<file path="src/rtl/seq_rec_trigger.sv">
// seq_rec_trigger: masked pattern-match trigger ahead of the sequence recorder.
// Samples the recorder input bus, detects a rising match, waits a programmable
// delay and emits a one-cycle start pulse aligned with the re-timed sample.
module seq_rec_trigger #(
  parameter int unsigned IN_BITS  = 8,
  parameter int unsigned DLY_BITS = 16,
  parameter int unsigned CNT_BITS = 16
) (
  input  logic                SEQ_CLK,
  input  logic                SEQ_RST_N,
  input  logic [IN_BITS-1:0]  SEQ_IN,
  input  logic [IN_BITS-1:0]  CONF_PATTERN,
  input  logic [IN_BITS-1:0]  CONF_MASK,
  input  logic [DLY_BITS-1:0] CONF_DELAY,
  input  logic [DLY_BITS-1:0] CONF_HOLDOFF,
  input  logic                CONF_SINGLE,
  input  logic                ARM,
  input  logic                ABORT,
  output logic [IN_BITS-1:0]  SEQ_OUT,
  output logic                SEQ_EXT_START,
  output logic                ARMED,
  output logic                BUSY,
  output logic [CNT_BITS-1:0] TRIG_CNT
);

  typedef enum logic [1:0] {
    ST_IDLE    = 2'd0,
    ST_ARMED   = 2'd1,
    ST_DELAY   = 2'd2,
    ST_HOLDOFF = 2'd3
  } state_t;

  localparam logic [DLY_BITS-1:0] DLY_ONE = DLY_BITS'(1);
  localparam logic [CNT_BITS-1:0] CNT_ONE = CNT_BITS'(1);

  state_t              r_state;
  state_t              w_state_nxt;
  logic [DLY_BITS-1:0] r_cnt;
  logic [DLY_BITS-1:0] w_cnt_nxt;

  logic [IN_BITS-1:0]  r_in_q;
  logic [IN_BITS-1:0]  r_seq_out;
  logic                r_match_prev;
  logic                r_start;
  logic                r_armed;
  logic                r_busy;
  logic [CNT_BITS-1:0] r_trig_cnt;
  logic [CNT_BITS-1:0] w_trig_cnt_nxt;

  logic                w_match;
  logic                w_qualify;
  logic                w_fire;
  logic                w_arm_go;

  // Only masked bits take part; an all-zero mask matches every sample.
  assign w_match   = (((r_in_q ^ CONF_PATTERN) & CONF_MASK) == '0);
  assign w_qualify = w_match & ~r_match_prev;

  // State register and shared delay/holdoff down-counter
  always_ff @(posedge SEQ_CLK) begin
    if (!SEQ_RST_N) begin
      r_state <= ST_IDLE;
      r_cnt   <= '0;
    end else begin
      r_state <= w_state_nxt;
      r_cnt   <= w_cnt_nxt;
    end
  end

  // Next-state, counter load/decrement and fire decision
  always_comb begin
    w_state_nxt = r_state;
    w_cnt_nxt   = r_cnt;
    w_fire      = 1'b0;
    w_arm_go    = 1'b0;
    if (ABORT) begin
      // Abort wins over everything, including a fire due this edge.
      w_state_nxt = ST_IDLE;
    end else begin
      case (r_state)
        ST_IDLE: begin
          if (ARM) begin
            w_state_nxt = ST_ARMED;
            w_arm_go    = 1'b1;
          end
        end
        ST_ARMED: begin
          if (w_qualify) begin
            if (CONF_DELAY == '0) begin
              w_fire = 1'b1;
            end else begin
              w_cnt_nxt   = CONF_DELAY - DLY_ONE;
              w_state_nxt = ST_DELAY;
            end
          end
        end
        ST_DELAY: begin
          if (r_cnt == '0) begin
            w_fire = 1'b1;
          end else begin
            w_cnt_nxt = r_cnt - DLY_ONE;
          end
        end
        ST_HOLDOFF: begin
          if (r_cnt == '0) begin
            w_state_nxt = ST_ARMED;
          end else begin
            w_cnt_nxt = r_cnt - DLY_ONE;
          end
        end
        default: begin
          w_state_nxt = ST_IDLE;
        end
      endcase

      // Fire from either ARMED (zero delay) or DELAY resolves the same way.
      if (w_fire) begin
        if (CONF_SINGLE) begin
          w_state_nxt = ST_IDLE;
        end else if (CONF_HOLDOFF == '0) begin
          w_state_nxt = ST_ARMED;
        end else begin
          w_cnt_nxt   = CONF_HOLDOFF - DLY_ONE;
          w_state_nxt = ST_HOLDOFF;
        end
      end
    end
  end

  // Trigger counter: cleared on arm, saturating increment on fire
  always_comb begin
    w_trig_cnt_nxt = r_trig_cnt;
    if (w_arm_go) begin
      w_trig_cnt_nxt = '0;
    end else if (w_fire && (r_trig_cnt != '1)) begin
      w_trig_cnt_nxt = r_trig_cnt + CNT_ONE;
    end
  end

  // Input re-timing, match history, start pulse and registered status decodes
  always_ff @(posedge SEQ_CLK) begin
    if (!SEQ_RST_N) begin
      r_in_q       <= '0;
      r_seq_out    <= '0;
      r_match_prev <= 1'b0;
      r_start      <= 1'b0;
      r_armed      <= 1'b0;
      r_busy       <= 1'b0;
      r_trig_cnt   <= '0;
    end else begin
      r_in_q       <= SEQ_IN;
      r_seq_out    <= r_in_q;
      // Cleared on arming so a match already present qualifies immediately.
      r_match_prev <= w_arm_go ? 1'b0 : w_match;
      r_start      <= w_fire;
      r_armed      <= (w_state_nxt == ST_ARMED);
      r_busy       <= (w_state_nxt == ST_DELAY) || (w_state_nxt == ST_HOLDOFF);
      r_trig_cnt   <= w_trig_cnt_nxt;
    end
  end

  assign SEQ_OUT       = r_seq_out;
  assign SEQ_EXT_START = r_start;
  assign ARMED         = r_armed;
  assign BUSY          = r_busy;
  assign TRIG_CNT      = r_trig_cnt;

endmodule

</file>
<file path="config.mk">
export PLATFORM = sky130hd
export DESIGN_NAME = seq_rec_trigger
export DESIGN_NICKNAME = d
export VERILOG_FILES = /design/src/rtl/seq_rec_trigger.sv
export SDC_FILE = /design/constraint.sdc
export NUM_CORES = 1
export LEC_CHECK = 0
export CAP_MARGIN = 0
export CORE_ASPECT_RATIO = 0.8
export CORE_MARGIN = 4
export CORE_UTILIZATION = 51
export CTS_CLUSTER_DIAMETER = 50
export DETAILED_ROUTE_END_ITERATION = 16
export PLACE_DENSITY = 0.81
export SYNTH_ARGS = -nofsm -noshare
export SYNTH_HDL_FRONTEND = slang
export SYNTH_SLANG_ARGS = --single-unit
</file>
<file path="constraint.sdc">
create_clock -name SEQ_CLK -period 3.1 [get_ports SEQ_CLK]
set_input_delay 0.62 -clock SEQ_CLK [delete_from_list [all_inputs] [get_ports SEQ_CLK]]
set_output_delay 0.62 -clock SEQ_CLK [all_outputs]
set_load 0.05 [all_outputs]
</file>
Yosys cells after proc, flatten, opt, wreduce, memory -nomap -nowiden
Index checks and enable logic that the tools add are counted.
{ "word_totals": {"inputBits": 61, "out_inout_bits": 27, "elab_cells": 59, "reg_bits": 54} }
{ "classes": {"n_mux": 25, "n_reduce_logical": 9, "eq_ne": 7, "add_sub_neg": 4, "bitwise": 5} }
{ "op_table": {"columns": ["cell", "count"], "rows": [
  ["$mux W16", 6],
  ["$logic_not A16 Y1", 3],
  ["$sub A16 B1 Y16 const B", 3],
  ["$pmux W16 S2", 1],
  ["$add A16 B1 Y16 const B", 1],
  ["$mux W2", 8],
  ["$ne A16 B16 Y1 const B", 1],
  ["$and A8 B8 Y8", 1],
  ["$eq A2 B2 Y1 const B", 4],
  ["$logic_not A8 Y1", 1],
  ["$mux W1", 8],
  ["$xor A8 B8 Y8", 1],
  ["$pmux W2 S3", 1],
  ["$eq A2 B1 Y1 const B", 2],
  ["$reduce_or A2 Y1", 2],
  ["$logic_not A2 Y1", 1],
  ["$not A1 Y1", 2],
  ["$pmux W1 S2", 1],
  ["$and A1 B1 Y1", 1],
  ["$logic_and A1 B1 Y1", 1],
  ["$logic_or A1 B1 Y1", 1]
]} }

Depth between registers and ports, before layout
{ "depth": {"depth_word": 11, "depth_mapped": 10, "depth_no_buf": 9} }

Least setup slack after synthesis
Ideal clock, no wire load.
{ "synth_path": {"kind": "input -> register", "start": "in CONF_DELAY[3]", "end": "reg r_trig_cnt[15], in the netlist TRIG_CNT[15]", "slack_ns": 0.408, "stages": 7, "setup_ns": 0.072, "path_buffers": 0, "arrival_ns": 2.620, "t_required_ns": 3.028, "cell_sequence": "nor4_1 > and4_1 > nand3_1 > o31ai_4 > nand4_4 > or4_1 > a21oi_1"} }
{ "synth_between": {"elab_chain_cells": 7} }
{ "synth_lines": {"columns": ["item", "line", "source"], "rows": [
  ["start, declared", "14", "input logic [DLY_BITS-1:0] CONF_DELAY,"],
  ["$logic_not A16 Y1", "89", "if (CONF_DELAY == '0) begin"],
  ["$mux W1", "89", null],
  ["$mux W1", "88", "if (w_qualify) begin"],
  ["$pmux W1 S2", "80", "case (r_state)"],
  ["$mux W1 (2 in a row)", "76", "if (ABORT) begin"],
  ["$logic_and A1 B1 Y1", "135", "end else if (w_fire && (r_trig_cnt != '1)) begin"],
  ["end signal, assigned", "158", "r_trig_cnt <= w_trig_cnt_nxt;"],
  ["end, declared", "47", "logic [CNT_BITS-1:0] r_trig_cnt;"]
]} }
Every way passes these cells. The select of a mux whose other input is x is not followed.
A chain may end at the register's enable or synchronous reset.

Final worst setup path
{ "layout_path": {"start": "in CONF_HOLDOFF[9]", "end": "reg r_cnt[2]"} }
{ "layout_between": {"elab_chain_cells": 4} }
{ "layout_lines": {"columns": ["item", "line", "source"], "rows": [
  ["start, declared", "15", "input logic [DLY_BITS-1:0] CONF_HOLDOFF,"],
  ["$logic_not A16 Y1", "120", "end else if (CONF_HOLDOFF == '0) begin"],
  ["$mux W16", "120", null],
  ["$mux W16", "118", "if (CONF_SINGLE) begin"],
  ["$mux W16", "117", "if (w_fire) begin"],
  ["end signal, assigned", "66", "r_cnt <= w_cnt_nxt;"],
  ["end, declared", "38", "logic [DLY_BITS-1:0] r_cnt;"]
]} }
Every way passes these cells.

==> flow_summary.yaml <==
outcome:
  status: "finished, final reports clean"
yosys:
  synth_top_area_share_pct: 28.43
  synth-edff-count: 0
  ys_ff_latch: 54
  seq_area_frac_synth_pct: 28.43
  async_flop_share_pct: 0
  syn_area_sq_um: 3802
  syn_inst: 479
  yosys-top-cells-area: "dfxtp_1 28%, xor2_1 5.8%, xnor2_1 4.4%"
  synthDominantAreaCellType: "dfxtp_1"
  yosysUniqueCellTypes: 61
  syn_nets: 551
  synthFlopType: "dfxtp_1"
  synth.avg_cell_area_sq_um: 7.938
  yosysWarnings: 0
power_and_ir_drop:
  powerDensity_nw_per_um2: 284.0
  p_total_mw: 1.481
  vdd_drop_max_uv: 297.6
  p_leak_nw: 1.945
place:
  dp.cells: 687
  place_hpwl_um: 10010
  place.gp.congestion: 0.9863
  port_buffers: 87
  place_ws_ns: -0.1720
  dpl_cell_area_sq_um: 5119
clock_tree:
  clockBufferDepth: 2
  clkTransAtPathRegs_ns: 0.10
  hold_buffers: 0
  h-tree-depth: 2
  cts_sinks: 54
  cts_inserted_buffers: 5
  insertion_delay_ns: 0.31
  cts_tree: "yes"
  cts-root-buf: "clkbuf_8"
global_routing:
  grt_pass1_vias: 4176
  grt_pass1_wl_um: 20380
  grt.total_usage_pct: 27.88
  grt_max_degree: 26
  grt_antenna_before_repair: 0
  grt_overflow: 0
routing:
  ant_nets: 0
  dr.pass1.iters: 6
  wl_um: 12490
  wl_per_cell_um: 17.97
  num_vias: 4316
  viasPerCell: 6.210
  drt-initial-drc-count: 497
  post-route-drc-count: 0
floorplan:
  chipHeight_um: 85.23
  core_area_sq_um: 7061
  dieArea_sq_um: 8910
  ios: 88
  die_w_um: 104.5
  placementRows: 27
  initial_core_util_pct: 53.85
worst_setup_path:
  start_kind: "input port"
  worstPathRequired_ns: 3.28
  cp_max_fo: 6
  cp.arrival_ns: 3.10
  path_class: "input port to flip-flop"
  endpoint_kind: "flip-flop"
timing:
  finalHoldViolCount: 0
  grt_setup_unrepaired: "false"
  clock_skew_ns: 0.008492
  maxSlewViolCount: 0
  min_period_ns: 2.918
  setup_ws_ns: 0.1818
  holdWs_ns: 0.4845
  worst_pin_slew_ns: 0.7332
  min_period_over_period_pct: 94.13
  max_freq_mhz: 342.7
  setup_viol: 0
  relSlewSlack_pct: 50.50
final_layout:
  fin_area_sq_um: 5216
  drive_above_1_share_pct: 13.16
  area_growth_pct: 37.18
  fillCellCount: 537
  antenna_cells: 0
  fin_cells: 695
  fin_nets: 679
hold_path:
  hold_class: "flip-flop to flip-flop"
job:
  drv_cap: 0
## cells in the final DEF, fill, tap and decap left out, drive strengths merged, types with 3 or more instances in the layout
cell type,synthesis,layout
a31oi,6,6
dfxtp,54,54
o32ai,9,9
nand2b,7,7
buf,3,59
nor3b,5,5
o211ai,6,6
nor2b,3,3
xor2,25,25
o21ai,18,18
o311ai,3,3
a21oi,21,21
clkbuf,22,6
nor3,23,23
inv,20,20
nand3,27,27
nand2,23,23
xnor2,19,19
or3,10,10
and4,3,3
a211oi,6,6
nor4,21,21
or2,3,3
mux2i,4,4
or4,7,7
and2,21,21
nor2,41,41
a32oi,3,3
and3,7,7
a22oi,6,6
o31ai,8,8
nand4,9,9
a2111oi,4,4
clkdlybuf4s50,0,87
ha,11,11
## sequential cells by signal (all words and copies together), names as in the netlist
register,count
SEQ_OUT,8
r_state,2
SEQ_EXT_START,1
BUSY,1
TRIG_CNT,16
r_in_q,8
ARMED,1
r_cnt,16
r_match_prev,1
## repair_timing
action	in CTS	in global routing
endpoints found under the setup margin	0	3
buffers inserted	0	0
gates resized for setup	0	2
## metal layers
layer | GRT usage, % | share of wire [%]
met3 | 6.540 | 10
met1 | 37.66 | 42
met2 | 45.60 | 46
met4 | 6.039 | 1.6
met5 | 0 | 0
## where the power goes
group	internal [mW]	switching [mW]
Sequential	0.707	0.00939
Clock	0.160	0.239
Combinational	0.181	0.185
Total	1.05	0.433
## cells in the mapped netlist (4+ instances only)
master     instances
nand3_1           26
or4_1              6
a21oi_1           21
o211ai_1           6
o21ai_0           16
nor4_1            19
nand4_1            8
inv_1             20
nand2b_1           7
and2_1            21
and3_1             7
nor3_1            23
o32ai_1            9
xnor2_1           19
a2111oi_0          4
a22oi_1            6
or3_1             10
xor2_1            25
nor3b_1            5
clkbuf_1          22
nand2_1           23
dfxtp_1           54
a211oi_1           6
ha_1              11
a31oi_1            5
nor2_1            41
mux2i_1            4
o31ai_1            7
## final timing paths
kind	start	end	slack, ns	cells past startpoint
worst min register to register	r_in_q[1]	SEQ_OUT[1]	0.48	1
worst max-delay path	CONF_HOLDOFF[9]	r_cnt[2]	0.18	9
worst min-delay path	r_in_q[1]	SEQ_OUT[1]	0.48	1
worst max register to register	r_cnt[1]	r_cnt[15]	0.25	11
## logic make-up after synthesis
logic type | Yosys count | share of synthesized area, %
and+or+nand+nor | 213 | 31.39
AOI/OAI and AO/OA | 106 | 20.01
DFF | 54 | 28.43
buffers and inverters | 45 | 4.771
xor gates and xnor gates | 44 | 10.13
adders and majority gates | 11 | 3.620
muxes | 6 | 1.645
## worst max-delay path: stages
cell,delay (ns)
clkdlybuf4s50_1,0.47
nor4_1,0.42
nand4_1,0.28
nand2_1,0.18
o32ai_1,0.10
buf_4,0.17
buf_4,0.16
a2111oi_0,0.54
a211oi_1,0.16
## through the flow
step / utilization, % / setup TNS [ns]
detailed placement: 72.50 / -1.133
global route: 73.88 / 0
CTS: 73.72 / 0
global placement: 72.50 / -0.2068
floorplan: - / 0
finish: 73.88 / 0
## area by class of cell
cell class | count | area [sq um] | area share [%]
Clock buffer | 6 | 72.57 | 1.391
Timing Repair Buffer | 146 | 1314 | 25.19
Multi-Input combinational cell | 380 | 2551 | 48.91
Sequential cell | 54 | 1081 | 20.72
Clock inverter | 2 | 13.76 | 0.2639
Inverter | 20 | 75.07 | 1.439
Tap cell | 87 | 108.9 | 2.087
Note: power is estimated with default switching activity, not from simulation.
==> RTL edit 1 (same settings) <==
Change the parameter `CNT_BITS` from 16 to 12.
--- a/src/rtl/seq_rec_trigger.sv
+++ b/src/rtl/seq_rec_trigger.sv
@@ -6,3 +6,3 @@
   parameter int unsigned DLY_BITS = 16,
-  parameter int unsigned CNT_BITS = 16
+  parameter int unsigned CNT_BITS = 12
 ) (
Ports: changed (resized TRIG_CNT); port bits go from 88 to 84. No check against the original RTL was run, so the function may have changed too.
==> RTL edit 1 against the original RTL <==
Final cell count down 5.3%; first-iteration DRC count fell by 5.2%; setup slack improved by 0.12 ns; maximum frequency increased by 4.2%; combinational power rose by 2%; sequential share of layout area is 0.26 points lower; wire length down 0.78%; sequential cell count down 4; global-route usage grew 0.62 points; register-to-register slack gained 0.10 ns; total power decreased by 1.9%; cell area fell by 6.2%; synthesized area shrank 3.1%.
==> RTL edit 1: results (changes against the original RTL) <==
[logic_synthesis]
synth-compound-area-share_pct=20.8  ; was 20.0%
syn_nets=540  ; was 551
synthXorXnorAreaFrac_pct=11.4  ; was 10.1%
ys_seq_area_share_pct=27.2  ; was 28.4%
ys_top_cells_by_count=dfxtp_1, nor2_1, a21oi_1, nand2_1, nor3_1  ; was dfxtp_1, nor2_1, nand3_1
synth_area_leaders=dfxtp_1, xor2_1, xnor2_1  ; unchanged
synthAdderAreaFrac_pct=3.73  ; was 3.62%
yosysUniqueCellTypes=70  ; was 61
synthMuxAreaShare_pct=1.15  ; was 1.65%
async_flop_share_pct=0  ; unchanged

[detailed_routing]
viasPerCell=6.23  ; was 6.21
first_iter_violations=471  ; was 497
wirelength_mm=12.4  ; was 12.5 mm
wl_met1_mm=5.42  ; was 5.29 mm
wl_met2_mm=5.18  ; was 5.75 mm
dr_wl_met3_mm=1.58  ; was 1.24 mm
first_pass_iters=5  ; was 6

[final_layout]
buffers=118  ; was 146
non_clock_inverter_count=13  ; was 20
nets=642  ; was 679
clkbuf_count=6  ; unchanged
multi_input_area_share_pct=51.7  ; was 48.9%
fillers=554  ; was 537
buffer_area_share_pct=22.6  ; was 25.2%
layout-drive-gt1-share_pct=10.7  ; was 13.2%
seq_share_pct=20.5  ; was 20.7%
final-clk-cell-share_pct=2.05  ; was 1.66%
seq_cell_count=50  ; was 54
multi_input_cells=382  ; was 380
final_area_um2=4890  ; was 5220 µm²

[global_routing]
grt_usage_pct=28.5  ; was 27.9%
grt_pass1_vias=3861  ; was 4176
gr-usage-met3_pct=7.77  ; was 6.54%
grt_use_met1_pct=42.0  ; was 37.7%
use_met2_pct=41.0  ; was 45.6%
grt_pass1_wl_mm=19.5  ; was 20.4 mm
antenna_found_initial=0  ; unchanged
grt_max_degree=29  ; was 26

[power_and_ir_drop]
p_leak_nw=1.84  ; was 1.94 nW
ir_drop_mv=0.228  ; was 0.298 mV

[outcome]
status=completed  ; unchanged

[floorplan]
die-area_um2=8660  ; was 8910 µm²

[timing]
slew_headroom_pct=42.9  ; was 50.5%
skew_ns=0.00893  ; was 0.00849 ns

[worst_setup_path]
path_max_fanout=14  ; was 6
worstPathArrival_ns=3.01  ; was 3.10 ns

[placed_design]
gp_congestion=0.947  ; was 0.986
dp_slack_ns=0.0249  ; was -0.172 ns
io_buffer_count=83  ; was 87
place_hpwl_mm=9.85  ; was 10.0 mm
place_area_um2=4790  ; was 5120 µm²

[clocking]
cts_buffers=5  ; unchanged

[RTL edit 1: changes by cell type after synthesis, sizes merged, moves of 4 or more]
cell     change
inv          -7
nand3        -4
o32ai        -8
dfxtp        -4
nor3         +4
o2111ai      +4
clkbuf       -6
nand2       +10
o31ai        -5
nor4         -7
buf          +4
a21oi       +13
nand2b       -4
or3          -4
[RTL edit 1: path summary, 6_finish.rpt]
check / from / endpoint / slack (ns) / cells past startpoint
worst max-delay path: CONF_DELAY[7] / TRIG_CNT[7] / 0.30 / 9
worst min-delay path: r_in_q[6] / SEQ_OUT[6] / 0.49 / 1
worst max register to register: r_cnt[0] / r_cnt[7] / 0.35 / 9
worst min register to register: r_in_q[6] / SEQ_OUT[6] / 0.49 / 1
[RTL edit 1: cells by family (layout without fill, tap and decap cells)]
group	after synthesis	after routing
AOI/OAI and AO/OA	113	113
xor gates and xnor gates	48	48
adders and majority gates	11	11
buffers and inverters	36	139
DFF	50	50
muxes	4	4
and+or+nand+nor	206	206
[RTL edit 1: worst max-delay path: stages]
cell	delay (ns)
clkdlybuf4s50_1	0.52
nor4_2	0.46
and4_1	0.31
and2b_1	0.25
a21oi_1	0.10
buf_4	0.20
nor4_1	0.33
xnor2_1	0.16
nor2_1	0.05
[RTL edit 1: report_power, final]
part           leakage [nW]  total (mW)  switching (mW)  internal (mW)
logic                  1.39       0.373           0.196          0.177
registers             0.407       0.667          0.0109          0.656
clock network        0.0514       0.413           0.229          0.184
total                  1.84        1.45           0.436           1.02
[RTL edit 1: through the flow]
step / instances / hold WS, ns
floorplan: 468 / 0.450
global placement: 650 / 0.464
detailed placement: 650 / 0.478
CTS: 658 / 0.498
global route: 658 / 0.510
finish: 658 / 0.492
==> RTL edit 2 (same flow settings) <==
Made on the original files. Encoding of `state_t`: now one-hot (4 bits for 4 states).
--- a/src/rtl/seq_rec_trigger.sv
+++ b/src/rtl/seq_rec_trigger.sv
@@ -25,7 +25,7 @@
 
-  typedef enum logic [1:0] {
-    ST_IDLE    = 2'd0,
-    ST_ARMED   = 2'd1,
-    ST_DELAY   = 2'd2,
-    ST_HOLDOFF = 2'd3
+  typedef enum logic [3:0] {
+    ST_IDLE    = 4'b0001,
+    ST_ARMED   = 4'b0010,
+    ST_DELAY   = 4'b0100,
+    ST_HOLDOFF = 4'b1000
   } state_t;
Function: no difference found for any inputs over 10 cycles, from zero or initial values and one cycle with SEQ_RST_N low; not proved beyond that.
==> RTL edit 2 against the original RTL <==
Core utilization is 1.4 points lower; sequential share of layout area is 1.3 points higher; setup slack improved by 0.096 ns; via count fell by 6.5%; cell area decreased by 2.4%; register-to-register slack better by 0.24 ns; sequential cell count up 2; hold slack better by 0.0033 ns; wire length down 1.8%; final cell count decreased by 3.6%; synthesized area down 0.82%; total power is 4.0% lower.
==> RTL edit 2: results (changes against the original RTL) <==
[clocking]
cts_hold_buf=0  ; unchanged
cts.reportedPaths.clkPinSlew_ns=0.12  ; was 0.10 ns

[global_routing]
grt_pass1_wl_mm=19.8  ; was 20.4 mm
grt_usage_pct=27.4  ; was 27.9%
grt_max_degree=23  ; was 26
grt_pass1_vias=3817  ; was 4176

[detailed_routing]
wirelength_mm=12.3  ; was 12.5 mm
first_iter_violations=366  ; was 497
first_pass_iters=5  ; was 6
viasPerCell=6.03  ; was 6.21

[worst_setup_path]
max_stage_delay_ns=0.51  ; was 0.54 ns
path_max_fanout=8  ; was 6
crit_family=buffers and inverters  ; was simple AND/OR/NAND/NOR gates
slowest_stage=clkdlybuf4s50_1  ; was a2111oi_0
worstPathArrival_ns=3.05  ; was 3.10 ns

[logic_synthesis]
yosysUniqueCellTypes=71  ; was 61
ys_warn_count=0  ; unchanged
ys_top_cells_by_count=dfxtp_1, nor2_1, nand2_1  ; was dfxtp_1, nor2_1, nand3_1
synthCells=462  ; was 479
ys_seq_area_share_pct=29.7  ; was 28.4%
synth_area_leaders=dfxtp_1, xor2_1, xnor2_1  ; unchanged
syn_nets=528  ; was 551

[power_and_ir_drop]
ir_drop_mv=0.221  ; was 0.298 mV
p_leak_nw=1.87  ; was 1.94 nW

[placed_design]
place_area_um2=4990  ; was 5120 µm²
placed_cells=662  ; was 687
place_hpwl_mm=9.84  ; was 10.0 mm
gp_congestion=1.04  ; was 0.986

[final_layout]
layout-drive-gt1-share_pct=13.4  ; was 13.2%
instances_no_fill=670  ; was 695
nets=648  ; was 679

[hold_path]
hold_class=reg -> reg  ; unchanged

[outcome]
status=completed  ; unchanged

[timing]
tightest_slew_ns=0.775  ; was 0.733 ns
skew_ns=0.00878  ; was 0.00849 ns

==> RTL edit 2: power breakdown <==
part           leakage [nW]  internal (mW)  total [mW]  switching (mW)
Combinational          1.36          0.130       0.253           0.122
Clock                0.0485          0.163       0.433           0.270
Sequential            0.455          0.731       0.737         0.00644
==> RTL edit 2: per-stage QoR <==
stage / utilization (%) / setup slack [ns] / setup TNS, ns
global placement: 71.1 / -0.0313 / -0.0481
CTS: 72.4 / 0.244 / 0
global route: 72.5 / 0.0873 / 0
floorplan: - / 0.660 / 0
finish: 72.5 / 0.277 / 0
detailed placement: 71.1 / -0.0984 / -0.654
==> RTL edit 2: layer usage <==
metal	track usage (%)	wire length (µm)
met5	0	0
met4	5.07	133
met3	5.78	1190
met2	45.0	5510
met1	37.8	5430
==> RTL edit 2: cell type report <==
type,count,area [µm²]
Clock inverter,3,22.5
Timing Repair Buffer,130,1210
Sequential cell,56,1120
Tap cell,87,109
Fill cell,563,1930
Multi-Input combinational cell,374,2510
Clock buffer,5,68.8
Inverter,15,56.3
==> RTL edit 2: final timing paths <==
| path | start | end | slack, ns | depth (start not counted) |
|---|---|---|---|---|
| min | r_in_q[5] | SEQ_OUT[5] | 0.49 | 1 |
| max | CONF_DELAY[6] | r_cnt[7] | 0.28 | 9 |
| max reg2reg | TRIG_CNT[0] | TRIG_CNT[2] | 0.49 | 9 |
| min reg2reg | r_in_q[5] | SEQ_OUT[5] | 0.49 | 1 |
==> RTL edit 2: kinds of logic after synthesis <==
logic type / after synthesis / synth area share [%]
simple gates: 220 / 32.5
compound gates: 93 / 18.8
flops: 56 / 29.7
xor+xnor: 47 / 10.9
buf+inv: 32 / 3.91
mux: 9 / 2.46
fa+ha+maj: 5 / 1.66
